File: src/rtl/serial_add_ctrl.sv
// serial_add_ctrl: bit-serial adder sequencer over one full_adder cell; SERIAL_ADD_OVF_EN adds signed overflow output ovf
module full_adder (
  input  logic a,
  input  logic b,
  input  logic cin,
  output logic sum,
  output logic cout
);
  assign sum  = a ^ b ^ cin;
  assign cout = (a & b) | (cin & (a ^ b));
endmodule

module serial_add_ctrl #(
  parameter int WIDTH = 8
) (
  input  logic             clk,
  input  logic             rst,
  input  logic             start,
  input  logic [WIDTH-1:0] a_in,
  input  logic [WIDTH-1:0] b_in,
  input  logic             cin_in,
  output logic             busy,
  output logic             done,
  output logic [WIDTH-1:0] sum_out,
  output logic             cout_out
`ifdef SERIAL_ADD_OVF_EN
  ,
  output logic             ovf
`endif
);
  localparam int CW = $clog2(WIDTH);
  typedef enum logic [1:0] {IDLE, RUN, DONE} state_t;
  state_t state_q, state_d;
  logic [CW-1:0] cnt_q, cnt_d;
  logic [WIDTH-1:0] a_sh_q, a_sh_d, b_sh_q, b_sh_d, res_sh_q, res_sh_d, sum_q, sum_d;
  logic carry_q, carry_d, cout_q, cout_d, ovf_q, ovf_d;
  logic fa_sum, fa_cout;
  full_adder u_fa (
    .a   (a_sh_q[0]),
    .b   (b_sh_q[0]),
    .cin (carry_q),
    .sum (fa_sum),
    .cout(fa_cout)
  );
  // next state: capture on start, one bit per RUN cycle, publish the result on the way into DONE
  always_comb begin
    state_d  = state_q;
    cnt_d    = cnt_q;
    a_sh_d   = a_sh_q;
    b_sh_d   = b_sh_q;
    res_sh_d = res_sh_q;
    carry_d  = carry_q;
    sum_d    = sum_q;
    cout_d   = cout_q;
    ovf_d    = ovf_q;
    case (state_q)
      IDLE: if (start) begin
        state_d = RUN;
        a_sh_d  = a_in;
        b_sh_d  = b_in;
        carry_d = cin_in;
        cnt_d   = '0;
      end
      RUN: begin
        carry_d  = fa_cout;
        res_sh_d = {fa_sum, res_sh_q[WIDTH-1:1]};
        a_sh_d   = a_sh_q >> 1;
        b_sh_d   = b_sh_q >> 1;
        if (cnt_q == CW'(WIDTH - 1)) begin
          state_d = DONE;
          sum_d   = res_sh_d;
          cout_d  = fa_cout;
          ovf_d   = carry_q ^ fa_cout;
        end else begin
          cnt_d = cnt_q + 1'b1;
        end
      end
      default: state_d = IDLE;
    endcase
  end
  // state and datapath registers, cleared asynchronously
  always_ff @(posedge clk or posedge rst) begin
    if (rst) begin
      state_q  <= IDLE;
      cnt_q    <= '0;
      a_sh_q   <= '0;
      b_sh_q   <= '0;
      res_sh_q <= '0;
      carry_q  <= 1'b0;
      sum_q    <= '0;
      cout_q   <= 1'b0;
      ovf_q    <= 1'b0;
    end else begin
      state_q  <= state_d;
      cnt_q    <= cnt_d;
      a_sh_q   <= a_sh_d;
      b_sh_q   <= b_sh_d;
      res_sh_q <= res_sh_d;
      carry_q  <= carry_d;
      sum_q    <= sum_d;
      cout_q   <= cout_d;
      ovf_q    <= ovf_d;
    end
  end
  assign busy     = state_q == RUN;
  assign done     = state_q == DONE;
  assign sum_out  = sum_q;
  assign cout_out = cout_q;
`ifdef SERIAL_ADD_OVF_EN
  assign ovf = ovf_q;
`endif
endmodule

File: config.mk
export PLATFORM = sky130hd
export DESIGN_NAME = serial_add_ctrl
export DESIGN_NICKNAME = d
export VERILOG_FILES = /design/src/rtl/serial_add_ctrl.sv
export SDC_FILE = /design/constraint.sdc
export NUM_CORES = 1
export LEC_CHECK = 0
export ABC_AREA = 0
export BUFFER_PORTS_ARGS = -buffer_cell sky130_fd_sc_hd__buf_4
export CORE_MARGIN = 2
export CORE_UTILIZATION = 45
export DETAILED_ROUTE_END_ITERATION = 6
export PLACE_DENSITY = 0.69
export REMOVE_ABC_BUFFERS = 1
export SYNTH_ARGS = -nofsm -noshare
export SYNTH_HDL_FRONTEND = slang
export SYNTH_SLANG_ARGS = --single-unit
File: constraint.sdc
create_clock -name clk -period 4.39 [get_ports clk]
set_input_delay 0.2195 -clock clk [delete_from_list [all_inputs] [get_ports clk]]
set_output_delay 0.2195 -clock clk [all_outputs]
set_load 0.01 [all_outputs]
==> results_tabular.tex, run 1 <==
\begin{tabular}{lr}
\hline
Metric & Value \\
\hline
\multicolumn{2}{l}{\textbf{Run status}} \\
\quad Run status & completed \\
\multicolumn{2}{l}{\textbf{Clock tree}} \\
\quad Setup fix buffers added after clock tree synthesis & 0 \\
\quad Clock latency of the later-clocked register in the worst-skew pair & 0.28 ns \\
\quad Longest Clk Path Bufs & 2 \\
\quad CTS Root Cell & sky130\_fd\_sc\_hd\_\_clkbuf\_8 \\
\quad CTS tree & yes \\
\quad Number of levels the H-tree was split into & 2 \\
\quad Number of sinks handled by clock tree synthesis & 38 \\
\quad Hold\_buf cts & 0 \\
\quad Num CTS Buffers & 5 \\
\quad Clock slew at the register clock pins of the worst setup and hold paths & 0.07 ns \\
\quad Number of cells upsized or downsized after cts & 0 \\
\multicolumn{2}{l}{\textbf{Route}} \\
\quad Via density per instance & 5.511 \\
\quad Total detailed-routing wirelength & 3412 um \\
\quad Via count & 1284 \\
\quad Remaining DRCs & 0 \\
\quad Iteration-0 DRC Markers & 44 \\
\quad Detailed-router iteration count before antenna repair & 4 \\
\quad Post-DRT Antenna Nets & 0 \\
\quad Average wire per standard cell & 14.64 um \\
\multicolumn{2}{l}{\textbf{Timing}} \\
\quad Sum Neg Setup Slack & 0 ns \\
\quad Final worst path period need & 1.918 ns \\
\quad Worst slew slack as a fraction of its limit & 62.05\% \\
\quad Final critical-path share of the clock period & 43.69\% \\
\quad Final hold violation count & 0 \\
\quad Endpoints failing setup & 0 \\
\quad Final max-slew violation count & 0 \\
\quad Hold Slack & 0.05497 ns \\
\quad Maximum clock frequency & 521.4 MHz \\
\quad Final critical-path setup slack & 2.472 ns \\
\quad RSZ-0062 raised after global routing & false \\
\quad Slew at the pin with the worst max-slew slack & 0.5692 ns \\
\quad Worst Clk Skew & 0.006840 ns \\
\multicolumn{2}{l}{\textbf{Yosys}} \\
\quad Count of unique library cells instantiated by Yosys & 23 \\
\quad Post-synthesis area per instance & 10.86 um\^{}2 \\
\quad Largest area contributor in the synthesized netlist & sky130\_fd\_sc\_hd\_\_dfrtp\_1 \\
\quad Dominant cells by area after synthesis & sky130\_fd\_sc\_hd\_\_dfrtp\_1 56\%, sky130\_fd\_sc\_hd\_\_o22ai\_1 11\%, sky130\_fd\_sc\_hd\_\_mux2\_4 8.0\%, sky130\_fd\_sc\_hd\_\_nand2\_1 5.3\%, sky130\_fd\_sc\_hd\_\_a21oi\_1 5.0\% \\
\quad Fraction of the yosys area taken by sequential cells & 56.13\% \\
\quad Mapped Area & 1694 um\^{}2 \\
\quad Mapped Cells & 156 \\
\quad Share of the synthesized area in the top cell type & 56.13\% \\
\quad \#FFs+latches synth & 38 \\
\quad YS warnings & 0 \\
\multicolumn{2}{l}{\textbf{Global routing}} \\
\quad Pin count of the biggest net entering global routing & 39 \\
\quad Initial antenna violation count & 0 \\
\quad Vias in the first global route & 1303 \\
\quad Overall fraction of global-route tracks in use & 17.84\% \\
\quad Overflow left after global routing & 0 \\
\quad Wire length of the first global-routing pass & 5754 um \\
\multicolumn{2}{l}{\textbf{Layout}} \\
\quad Share of post-route cells with drive strength above 1 & 25.95\% \\
\quad Final net count & 208 \\
\quad Post-synthesis to final-layout area growth & 19.05\% \\
\quad Commonest non-fill, non-tap cell in the layout & sky130\_fd\_sc\_hd\_\_dfrtp\_1 \\
\quad Antenna diodes & 0 \\
\quad Top library cells by usage in the layout, fill and taps aside & 38 x sky130\_fd\_sc\_hd\_\_dfrtp\_1, 31 x sky130\_fd\_sc\_hd\_\_buf\_4, 30 x sky130\_fd\_sc\_hd\_\_o22ai\_1 \\
\multicolumn{2}{l}{\textbf{Critical path}} \\
\quad Reg-to-reg critical path startpoint & state\_q[1] \\
\quad Endpoint of the worst register-to-register path & cout\_out \\
\quad Arrival time at the worst endpoint & 1.70 ns \\
\quad Required time reported for the critical path endpoint & 4.17 ns \\
\quad Capture point of the critical path & busy \\
\quad Critical Path Sink Type & primary output \\
\quad Critical path class & reg2out \\
\quad FF-to-FF path depth & 4 \\
\quad Worst reg-to-reg setup slack & 2.57 ns \\
\quad Startpoint of the most critical setup path & state\_q[1] \\
\quad Largest fanout on the critical path & 23 \\
\quad Worst setup SP type & flop \\
\multicolumn{2}{l}{\textbf{Die}} \\
\quad Effective utilization at floorplan & 46.63\% \\
\quad Height of the die & 65.36 um \\
\quad Floorplan Core Area & 3633 um\^{}2 \\
\quad Floorplan die width & 65.36 um \\
\quad Total Die Area & 4271 um\^{}2 \\
\quad Row count & 22 \\
\quad IO Count & 31 \\
\multicolumn{2}{l}{\textbf{Placement}} \\
\quad Placer congestion estimate & 0.7602 \\
\quad HPWL after detailed placement & 2408 um \\
\quad PortBufs & 30 \\
\quad Worst-case setup slack after placement & 2.594 ns \\
\multicolumn{2}{l}{\textbf{Power and ir drop}} \\
\quad Total power draw & 1.354 mW \\
\quad Pwr/cell area & 671.2 nW/um\^{}2 \\
\quad Maximum resistive drop on vdd & 279.8 uV \\
\quad Leakage Power & 0.9457 nW \\
\multicolumn{2}{l}{\textbf{Hold path}} \\
\quad Worst hold-check path type & in2async \\
\multicolumn{2}{l}{\textbf{Run}} \\
\quad Number of max-cap violations & 0 \\
\hline
\end{tabular}
## power breakdown
| part | internal [mW] | total [mW] | switching, mW |
|---|---|---|---|
| combinational | 0.247 | 0.512 | 0.265 |
| clock | 0.109 | 0.216 | 0.107 |
| sequential | 0.506 | 0.626 | 0.120 |
| total | 0.862 | 1.35 | 0.492 |
## cell usage after synthesis (all sizes together)
master	number
a21oi	17
a22oi	2
buf	7
clkbuf	2
clkinv	2
dfrtp	38
fa	1
ha	2
inv	3
mux2	9
nand2	25
nand2b	2
nor2	3
nor2b	1
nor3	1
o21ai	10
o22ai	30
or2b	1
## layout make-up
type | instances | area (um^2)
clock buffers | 7 | 76.32
fillers | 354 | 1617
inverters | 5 | 23.77
multi-input cells | 104 | 673.1
flip-flops and latches | 38 | 950.9
well taps | 48 | 60.06
repair buffers | 31 | 232.7
## metal layers
layer	vias to the layer above	global-route usage, %	share of wire [%]
met2	37	31.51	50
met1	621	21.26	45
met3	3	4.110	4.7
met4	0	6.250	0.91
met5	-	0	0
li1	623	-	-
## kinds of logic (layout without fill, tap and decap cells)
| kind of cell | Yosys count | count (layout) | synth area share, % |
|---|---|---|---|
| buf+inv | 14 | 43 | 4.135 |
| mux | 9 | 9 | 7.976 |
| compound gates | 59 | 59 | 19.94 |
| simple gates | 33 | 33 | 9.159 |
| flops | 38 | 38 | 56.13 |
| fa+ha+maj | 3 | 3 | 2.659 |
## sequential cells by signal, summed over array words and instances (netlist names)
name / flops
cnt_q: 3
carry_q: 1
res_sh_q: 7
sum_out: 8
b_sh_q: 8
a_sh_q: 8
state_q: 2
cout_out: 1
## worst min path at each step
| stage | from | endpoint | slack (ns) | depth (start not counted) |
|---|---|---|---|---|
| 5_1_grt | rst | a_sh_q[2] | 0.09 | 3 |
| 3_5_place_dp | rst | sum_out[1] | 0.37 | 3 |
| 6_report | rst | res_sh_q[1] | 0.05 | 3 |
| 3_3_place_gp | rst | sum_out[3] | 0.36 | 3 |
| 4_1_cts | rst | a_sh_q[0] | 0.07 | 3 |
| 2_1_floorplan | a_in[7] | a_sh_q[7] | 0.36 | 2 |
## worst max-delay path: stages (launching register included)
cell	delay, ns
sky130_fd_sc_hd__dfrtp_1	0.53
sky130_fd_sc_hd__nand2b_2	0.49
sky130_fd_sc_hd__clkinv_4	0.20
sky130_fd_sc_hd__buf_4	0.19
## per-stage QoR
step / std cells / cell area (um^2) / util, %
global route: 233 / 2017 / 55.51
global placement: 226 / 1941 / 53.41
detailed placement: 226 / 1941 / 53.41
CTS: 233 / 2017 / 55.51
finish: 233 / 2017 / 55.51
floorplan: 147 / 1648 / -
(Power assumes the default switching activity.)
==> run 2: changes to the inputs <==
- PLACE_DENSITY: 0.69 -> 0.71
- clock period: 4.39 -> 1.7 ns (I/O delays scaled with it)
==> run 2 against run 1 <==
- critical path depth unchanged
- final area increased by 2.4%
- first-iteration DRC count increased by 95%
- combinational power increased to 2.7 times the previous value
- core utilization increased by 1.3 points
- via count increased by 4.0%
- register-to-register slack got worse by 2.4 ns
- die area unchanged
- sequential cell count unchanged
- global-route usage increased by 0.58 points
- critical path type unchanged
- critical endpoint is now done
- largest cell class unchanged
==> results_tabular.tex, run 2 (synthesis results as in run 1) <==
\begin{tabular}{lr}
\hline
Metric & Value \\
\hline
\multicolumn{2}{l}{\textbf{Power and ir drop}} \\
\quad Cell internal pwr & 2.301 mW \\
\quad Share of total power in the clock network & 17.3\% \\
\quad Power dissipated by switching net loads & 1.298 mW \\
\quad Sequential share of power & 45.0\% \\
\quad Switching part of the total power & 36.06\% \\
\quad Maximum resistive drop on vdd & 789.4 uV \\
\quad Leakage Power & 0.9747 nW \\
\quad Combinational share of power & 37.7\% \\
\quad Pwr/cell area & 1743 nW/um\^{}2 \\
\multicolumn{2}{l}{\textbf{Layout}} \\
\quad Post-synthesis to final-layout area growth & 21.86\% \\
\quad Final net count & 212 \\
\quad Commonest non-fill, non-tap cell in the layout & sky130\_fd\_sc\_hd\_\_dfrtp\_1 \\
\quad Number of standard cells in the final layout excluding fillers & 238 \\
\quad Antenna diodes & 0 \\
\quad Final standard cell utilization of the core & 56.82\% \\
\quad Fill cell instance count of the final layout & 336 \\
\quad Share of post-route cells with drive strength above 1 & 27.89\% \\
\quad Top library cells by usage in the layout, fill and taps aside & 38 x sky130\_fd\_sc\_hd\_\_dfrtp\_1, 34 x sky130\_fd\_sc\_hd\_\_buf\_4, 30 x sky130\_fd\_sc\_hd\_\_o22ai\_1 \\
\multicolumn{2}{l}{\textbf{Die}} \\
\quad Effective utilization at floorplan & 46.63\% \\
\quad Total Die Area & 4271 um\^{}2 \\
\quad Floorplan Core Area & 3633 um\^{}2 \\
\quad Height of the die & 65.36 um \\
\quad Floorplan die width & 65.36 um \\
\quad IO Count & 31 \\
\quad Row count & 22 \\
\multicolumn{2}{l}{\textbf{Route}} \\
\quad Via density per instance & 5.609 \\
\quad Iteration-0 DRC Markers & 86 \\
\quad Detailed-router iteration count before antenna repair & 4 \\
\quad Post-DRT Antenna Nets & 0 \\
\quad Via count & 1335 \\
\quad Total detailed-routing wirelength & 3414 um \\
\quad Average wire per standard cell & 14.34 um \\
\quad Remaining DRCs & 0 \\
\multicolumn{2}{l}{\textbf{Placement}} \\
\quad Placed insts & 229 \\
\quad HPWL after detailed placement & 2402 um \\
\quad PortBufs & 30 \\
\quad Placer congestion estimate & 0.6870 \\
\multicolumn{2}{l}{\textbf{Run}} \\
\quad Number of max-cap violations & 0 \\
\multicolumn{2}{l}{\textbf{Clock tree}} \\
\quad Number of levels the H-tree was split into & 2 \\
\quad Hold\_buf cts & 1 \\
\quad CTS tree & yes \\
\quad Setup fix buffers added after clock tree synthesis & 0 \\
\quad Clock latency of the later-clocked register in the worst-skew pair & 0.28 ns \\
\quad Num CTS Buffers & 5 \\
\quad Clock slew at the register clock pins of the worst setup and hold paths & 0.07 ns \\
\quad Longest Clk Path Bufs & 2 \\
\quad Number of cells upsized or downsized after cts & 0 \\
\quad CTS Root Cell & sky130\_fd\_sc\_hd\_\_clkbuf\_8 \\
\quad Number of sinks handled by clock tree synthesis & 38 \\
\multicolumn{2}{l}{\textbf{Timing}} \\
\quad Worst slew slack as a fraction of its limit & 66.92\% \\
\quad Final worst path period need & 1.526 ns \\
\quad Final critical-path share of the clock period & 89.78\% \\
\quad Final max-slew violation count & 0 \\
\quad Worst Clk Skew & 0.003935 ns \\
\quad Sum Neg Setup Slack & 0 ns \\
\quad RSZ-0062 raised after global routing & false \\
\quad Endpoints failing setup & 0 \\
\quad Slew at the pin with the worst max-slew slack & 0.4956 ns \\
\quad Maximum clock frequency & 655.2 MHz \\
\quad Hold Slack & 0.06110 ns \\
\quad Final hold violation count & 0 \\
\multicolumn{2}{l}{\textbf{Critical path}} \\
\quad Largest fanout on the critical path & 16 \\
\quad Arrival time at the worst endpoint & 1.44 ns \\
\quad Critical path class & reg2out \\
\quad Critical Path Sink Type & primary output \\
\quad Required time reported for the critical path endpoint & 1.62 ns \\
\quad Worst setup SP type & flop \\
\quad Worst reg-to-reg setup slack & 0.18 ns \\
\multicolumn{2}{l}{\textbf{Global routing}} \\
\quad Initial antenna violation count & 0 \\
\quad Wire length of the first global-routing pass & 6023 um \\
\quad Overflow left after global routing & 0 \\
\quad Overall fraction of global-route tracks in use & 18.42\% \\
\quad Pin count of the biggest net entering global routing & 39 \\
\quad Vias in the first global route & 1320 \\
\multicolumn{2}{l}{\textbf{Hold path}} \\
\quad Worst hold-check path type & in2reg \\
\multicolumn{2}{l}{\textbf{Run status}} \\
\quad Run status & completed \\
\hline
\end{tabular}
==> run 2: changes by cell type in the layout (fill, tap and decap cells not counted), sizes merged <==
cell	change
clkinv	+1
buf	+3
dlygate4sd3	+1
==> run 2: final timing paths <==
path                             start     endpoint  cells past startpoint
max                         state_q[1]         done                      3
min                            a_in[7]    a_sh_q[7]                      3
max reg2reg                   cnt_q[0]   sum_out[7]                      4
min reg2reg                res_sh_q[3]  res_sh_q[2]                      2
max in group asynchronous          rst    b_sh_q[7]                      4
min in group asynchronous          rst   sum_out[1]                      4
==> run 2: power by group through the flow <==
stage / sequential, mW / clock [mW] / combinational [mW]
6_report: 1.62 / 0.621 / 1.36
5_1_grt: 1.68 / 0.702 / 1.53
2_1_floorplan: 1.59 / 0 / 0.893
4_1_cts: 1.62 / 0.638 / 1.37
3_3_place_gp: 1.60 / 0 / 1.29
3_5_place_dp: 1.64 / 0 / 1.37
==> run 2: through the flow <==
stage / area (um^2) / power, mW / setup slack, ns
finish: 2064 / 3.599 / 0.1737
global route: 2064 / 3.910 / 0.05683
CTS: 2064 / 3.633 / 0.1670
detailed placement: 1963 / 3.008 / 0.1844
global placement: 1963 / 2.892 / 0.2362
floorplan: 1648 / 2.485 / 0.1255
==> run 2: layer usage <==
metal | vias up | global-route usage, % | wire [um] | part of all wire (%)
li1 | 631 | - | - | -
met1 | 653 | 23.34 | 1503 | 44
met2 | 47 | 31.38 | 1683 | 49
met3 | 4 | 5.308 | 206 | 6.0
met4 | 0 | 3.906 | 20 | 0.59
met5 | - | 0 | 0 | 0
==> run 2: layout make-up <==
cell class,count,area (um^2),area share [%]
Sequential cell,38,950.9,46.06
Multi-Input combinational cell,104,673.1,32.61
Timing Repair Buffer,35,265.3,12.85
Clock buffer,7,86.33,4.182
Tap cell,48,60.06,2.909
Inverter,5,23.77,1.152
Clock inverter,1,5.005,0.2424
==> run 2: worst max-delay path, cell delays in order, from the launching register on <==
cell and delay, ns:
sky130_fd_sc_hd__dfrtp_1 0.49, sky130_fd_sc_hd__inv_1 0.43, sky130_fd_sc_hd__nor2_1 0.08, sky130_fd_sc_hd__buf_4 0.16
==> run 3: changes to the inputs <==
- REMOVE_ABC_BUFFERS: 1 -> default
==> run 3 against run 2 <==
- via count down 2.3%
- hold slack worse by 0.0068 ns
- setup slack worse by 0.023 ns
- sequential cell count unchanged
- critical path type is now reg2reg
- highest routed layer unchanged
==> results_tabular.tex, run 3 (synthesis results as in run 1) <==
\begin{tabular}{lr}
\hline
Metric & Value \\
\hline
\multicolumn{2}{l}{\textbf{Run status}} \\
\quad Run status & completed \\
\multicolumn{2}{l}{\textbf{Timing}} \\
\quad Final max-slew violation count & 0 \\
\quad Final hold violation count & 0 \\
\quad Endpoints failing setup & 0 \\
\quad Maximum clock frequency & 645.4 MHz \\
\quad Worst slew slack as a fraction of its limit & 67.80\% \\
\quad Slew at the pin with the worst max-slew slack & 0.4825 ns \\
\quad Sum Neg Setup Slack & 0 ns \\
\quad RSZ-0062 raised after global routing & false \\
\quad Final critical-path share of the clock period & 91.14\% \\
\quad Final worst path period need & 1.549 ns \\
\quad Worst Clk Skew & 0.008568 ns \\
\multicolumn{2}{l}{\textbf{Route}} \\
\quad Remaining DRCs & 0 \\
\quad Via density per instance & 5.479 \\
\quad Iteration-0 DRC Markers & 39 \\
\quad Post-DRT Antenna Nets & 0 \\
\quad Detailed-router iteration count before antenna repair & 4 \\
\quad Average wire per standard cell & 14.46 um \\
\quad Total detailed-routing wirelength & 3441 um \\
\quad Via count & 1304 \\
\multicolumn{2}{l}{\textbf{Placement}} \\
\quad PortBufs & 30 \\
\quad Placer congestion estimate & 0.7537 \\
\quad Placed Area & 1963 um\^{}2 \\
\quad HPWL after detailed placement & 2362 um \\
\quad Placed insts & 229 \\
\multicolumn{2}{l}{\textbf{Critical path}} \\
\quad Worst setup SP type & flop \\
\quad FF-to-FF path depth & 4 \\
\quad Arrival time at the worst endpoint & 1.72 ns \\
\quad Largest stage delay, worst path & 0.41 ns \\
\quad Largest fanout on the critical path & 10 \\
\quad Slowest library cell on the worst path & sky130\_fd\_sc\_hd\_\_dfrtp\_1 \\
\quad Critical path class & reg2reg \\
\quad Sequence of cells on the critical path & ha\_1 > ha\_1 > nand2\_8 > mux2\_4 \\
\quad Critical Path Sink Type & flop \\
\quad Required time reported for the critical path endpoint & 1.87 ns \\
\quad Critical Path Most Common Cell & sky130\_fd\_sc\_hd\_\_ha\_1 \\
\quad Startpoint of the most critical setup path & cnt\_q[0] \\
\quad Reg-to-reg critical path startpoint & cnt\_q[0] \\
\multicolumn{2}{l}{\textbf{Layout}} \\
\quad Number of standard cells in the final layout excluding fillers & 238 \\
\quad Antenna diodes & 0 \\
\quad Post-synthesis to final-layout area growth & 22.90\% \\
\quad Fill cell instance count of the final layout & 323 \\
\quad Commonest non-fill, non-tap cell in the layout & sky130\_fd\_sc\_hd\_\_dfrtp\_1 \\
\quad Share of post-route cells with drive strength above 1 & 28.42\% \\
\quad Top library cells by usage in the layout, fill and taps aside & 38 x sky130\_fd\_sc\_hd\_\_dfrtp\_1, 34 x sky130\_fd\_sc\_hd\_\_buf\_4, 30 x sky130\_fd\_sc\_hd\_\_o22ai\_1 \\
\quad Post-route design area & 2082 um\^{}2 \\
\quad Final net count & 212 \\
\multicolumn{2}{l}{\textbf{Clock tree}} \\
\quad CTS Root Cell & sky130\_fd\_sc\_hd\_\_clkbuf\_8 \\
\quad Number of cells upsized or downsized after cts & 0 \\
\quad Num CTS Buffers & 5 \\
\quad Setup fix buffers added after clock tree synthesis & 0 \\
\quad Number of levels the H-tree was split into & 2 \\
\quad Clock slew at the register clock pins of the worst setup and hold paths & 0.07 ns \\
\quad Number of sinks handled by clock tree synthesis & 38 \\
\quad Longest Clk Path Bufs & 2 \\
\quad Clock latency of the later-clocked register in the worst-skew pair & 0.29 ns \\
\quad CTS tree & yes \\
\multicolumn{2}{l}{\textbf{Die}} \\
\quad Total Die Area & 4271 um\^{}2 \\
\quad Height of the die & 65.36 um \\
\quad Floorplan die width & 65.36 um \\
\quad Floorplan Core Area & 3633 um\^{}2 \\
\quad Row count & 22 \\
\quad IO Count & 31 \\
\quad Effective utilization at floorplan & 46.63\% \\
\multicolumn{2}{l}{\textbf{Global routing}} \\
\quad Pin count of the biggest net entering global routing & 39 \\
\quad Vias in the first global route & 1267 \\
\quad Initial antenna violation count & 0 \\
\quad Overflow left after global routing & 0 \\
\quad Wire length of the first global-routing pass & 5927 um \\
\quad Overall fraction of global-route tracks in use & 18.41\% \\
\multicolumn{2}{l}{\textbf{Yosys}} \\
\quad Mapped Nets & 179 \\
\multicolumn{2}{l}{\textbf{Hold path}} \\
\quad Launch point of the worst hold path & b\_in[7] \\
\quad Worst hold-check path type & in2reg \\
\quad Cell count of the worst hold path & 3 \\
\multicolumn{2}{l}{\textbf{Power and ir drop}} \\
\quad Leakage Power & 0.9844 nW \\
\quad Pwr/cell area & 1791 nW/um\^{}2 \\
\quad Total power draw & 3.729 mW \\
\quad Maximum resistive drop on vdd & 715.0 uV \\
\multicolumn{2}{l}{\textbf{Run}} \\
\quad Number of max-cap violations & 0 \\
\hline
\end{tabular}
==> run 3: changes by cell type in the layout (fill, tap and decap cells not counted), sizes merged <==
cell	change
bufinv	+1
clkbuf	-2
clkinv	+1
==> run 3: timing repair <==
item / in CTS / in global routing
hold buffers: 1 / 0
setup endpoints to repair: 0 / 0
hold endpoints to repair: 38 / 0
==> run 3: final cells by class <==
cell class | count | area (um^2) | share of cell area, %
Inverter | 5 | 23.77 | 1.142
Timing Repair Buffer | 35 | 265.3 | 12.74
Clock buffer | 5 | 68.82 | 3.305
Tap cell | 48 | 60.06 | 2.885
Clock inverter | 3 | 40.04 | 1.923
Multi-Input combinational cell | 104 | 673.1 | 32.33
Sequential cell | 38 | 950.9 | 45.67
==> run 3: power by group <==
part	internal, mW	switching, mW	leakage [nW]
registers	1.30	0.315	0.456
logic	0.674	0.692	0.471
clock network	0.432	0.313	0.0579
==> run 3: worst paths after layout <==
check | to | slack (ns)
max reg2reg | sum_out[1] | 0.15
min reg2reg | res_sh_q[3] | 0.50
min in group asynchronous | sum_out[2] | 0.47
max | sum_out[1] | 0.15
max in group asynchronous | b_sh_q[0] | 0.91
min | b_sh_q[7] | 0.05
==> run 3: critical path, delay by kind of cell (launching register included) <==
kind	cells	cell delay, ns
flops	1	0.41
fa+ha+maj	2	0.55
mux	1	0.32
simple gates	1	0.15
==> run 3: per-stage QoR <==
step                util [%]  setup WS, ns  hold WS, ns
floorplan                  -        0.2359       0.2210
finish                 57.30        0.1505      0.05427
global placement       54.03        0.2350       0.2187
CTS                    57.30        0.1389      0.05044
detailed placement     54.03        0.1800       0.2304
global route           57.30       0.01447      0.05774
==> run 3: metal layers <==
| metal | global-route usage, % | wire [um] | vias to the layer above |
|---|---|---|---|
| met5 | 0 | 0 | - |
| met4 | 4.688 | 47 | 0 |
| met3 | 5.822 | 206 | 7 |
| met2 | 31.76 | 1684 | 43 |
| met1 | 22.35 | 1503 | 620 |
| li1 | - | - | 634 |
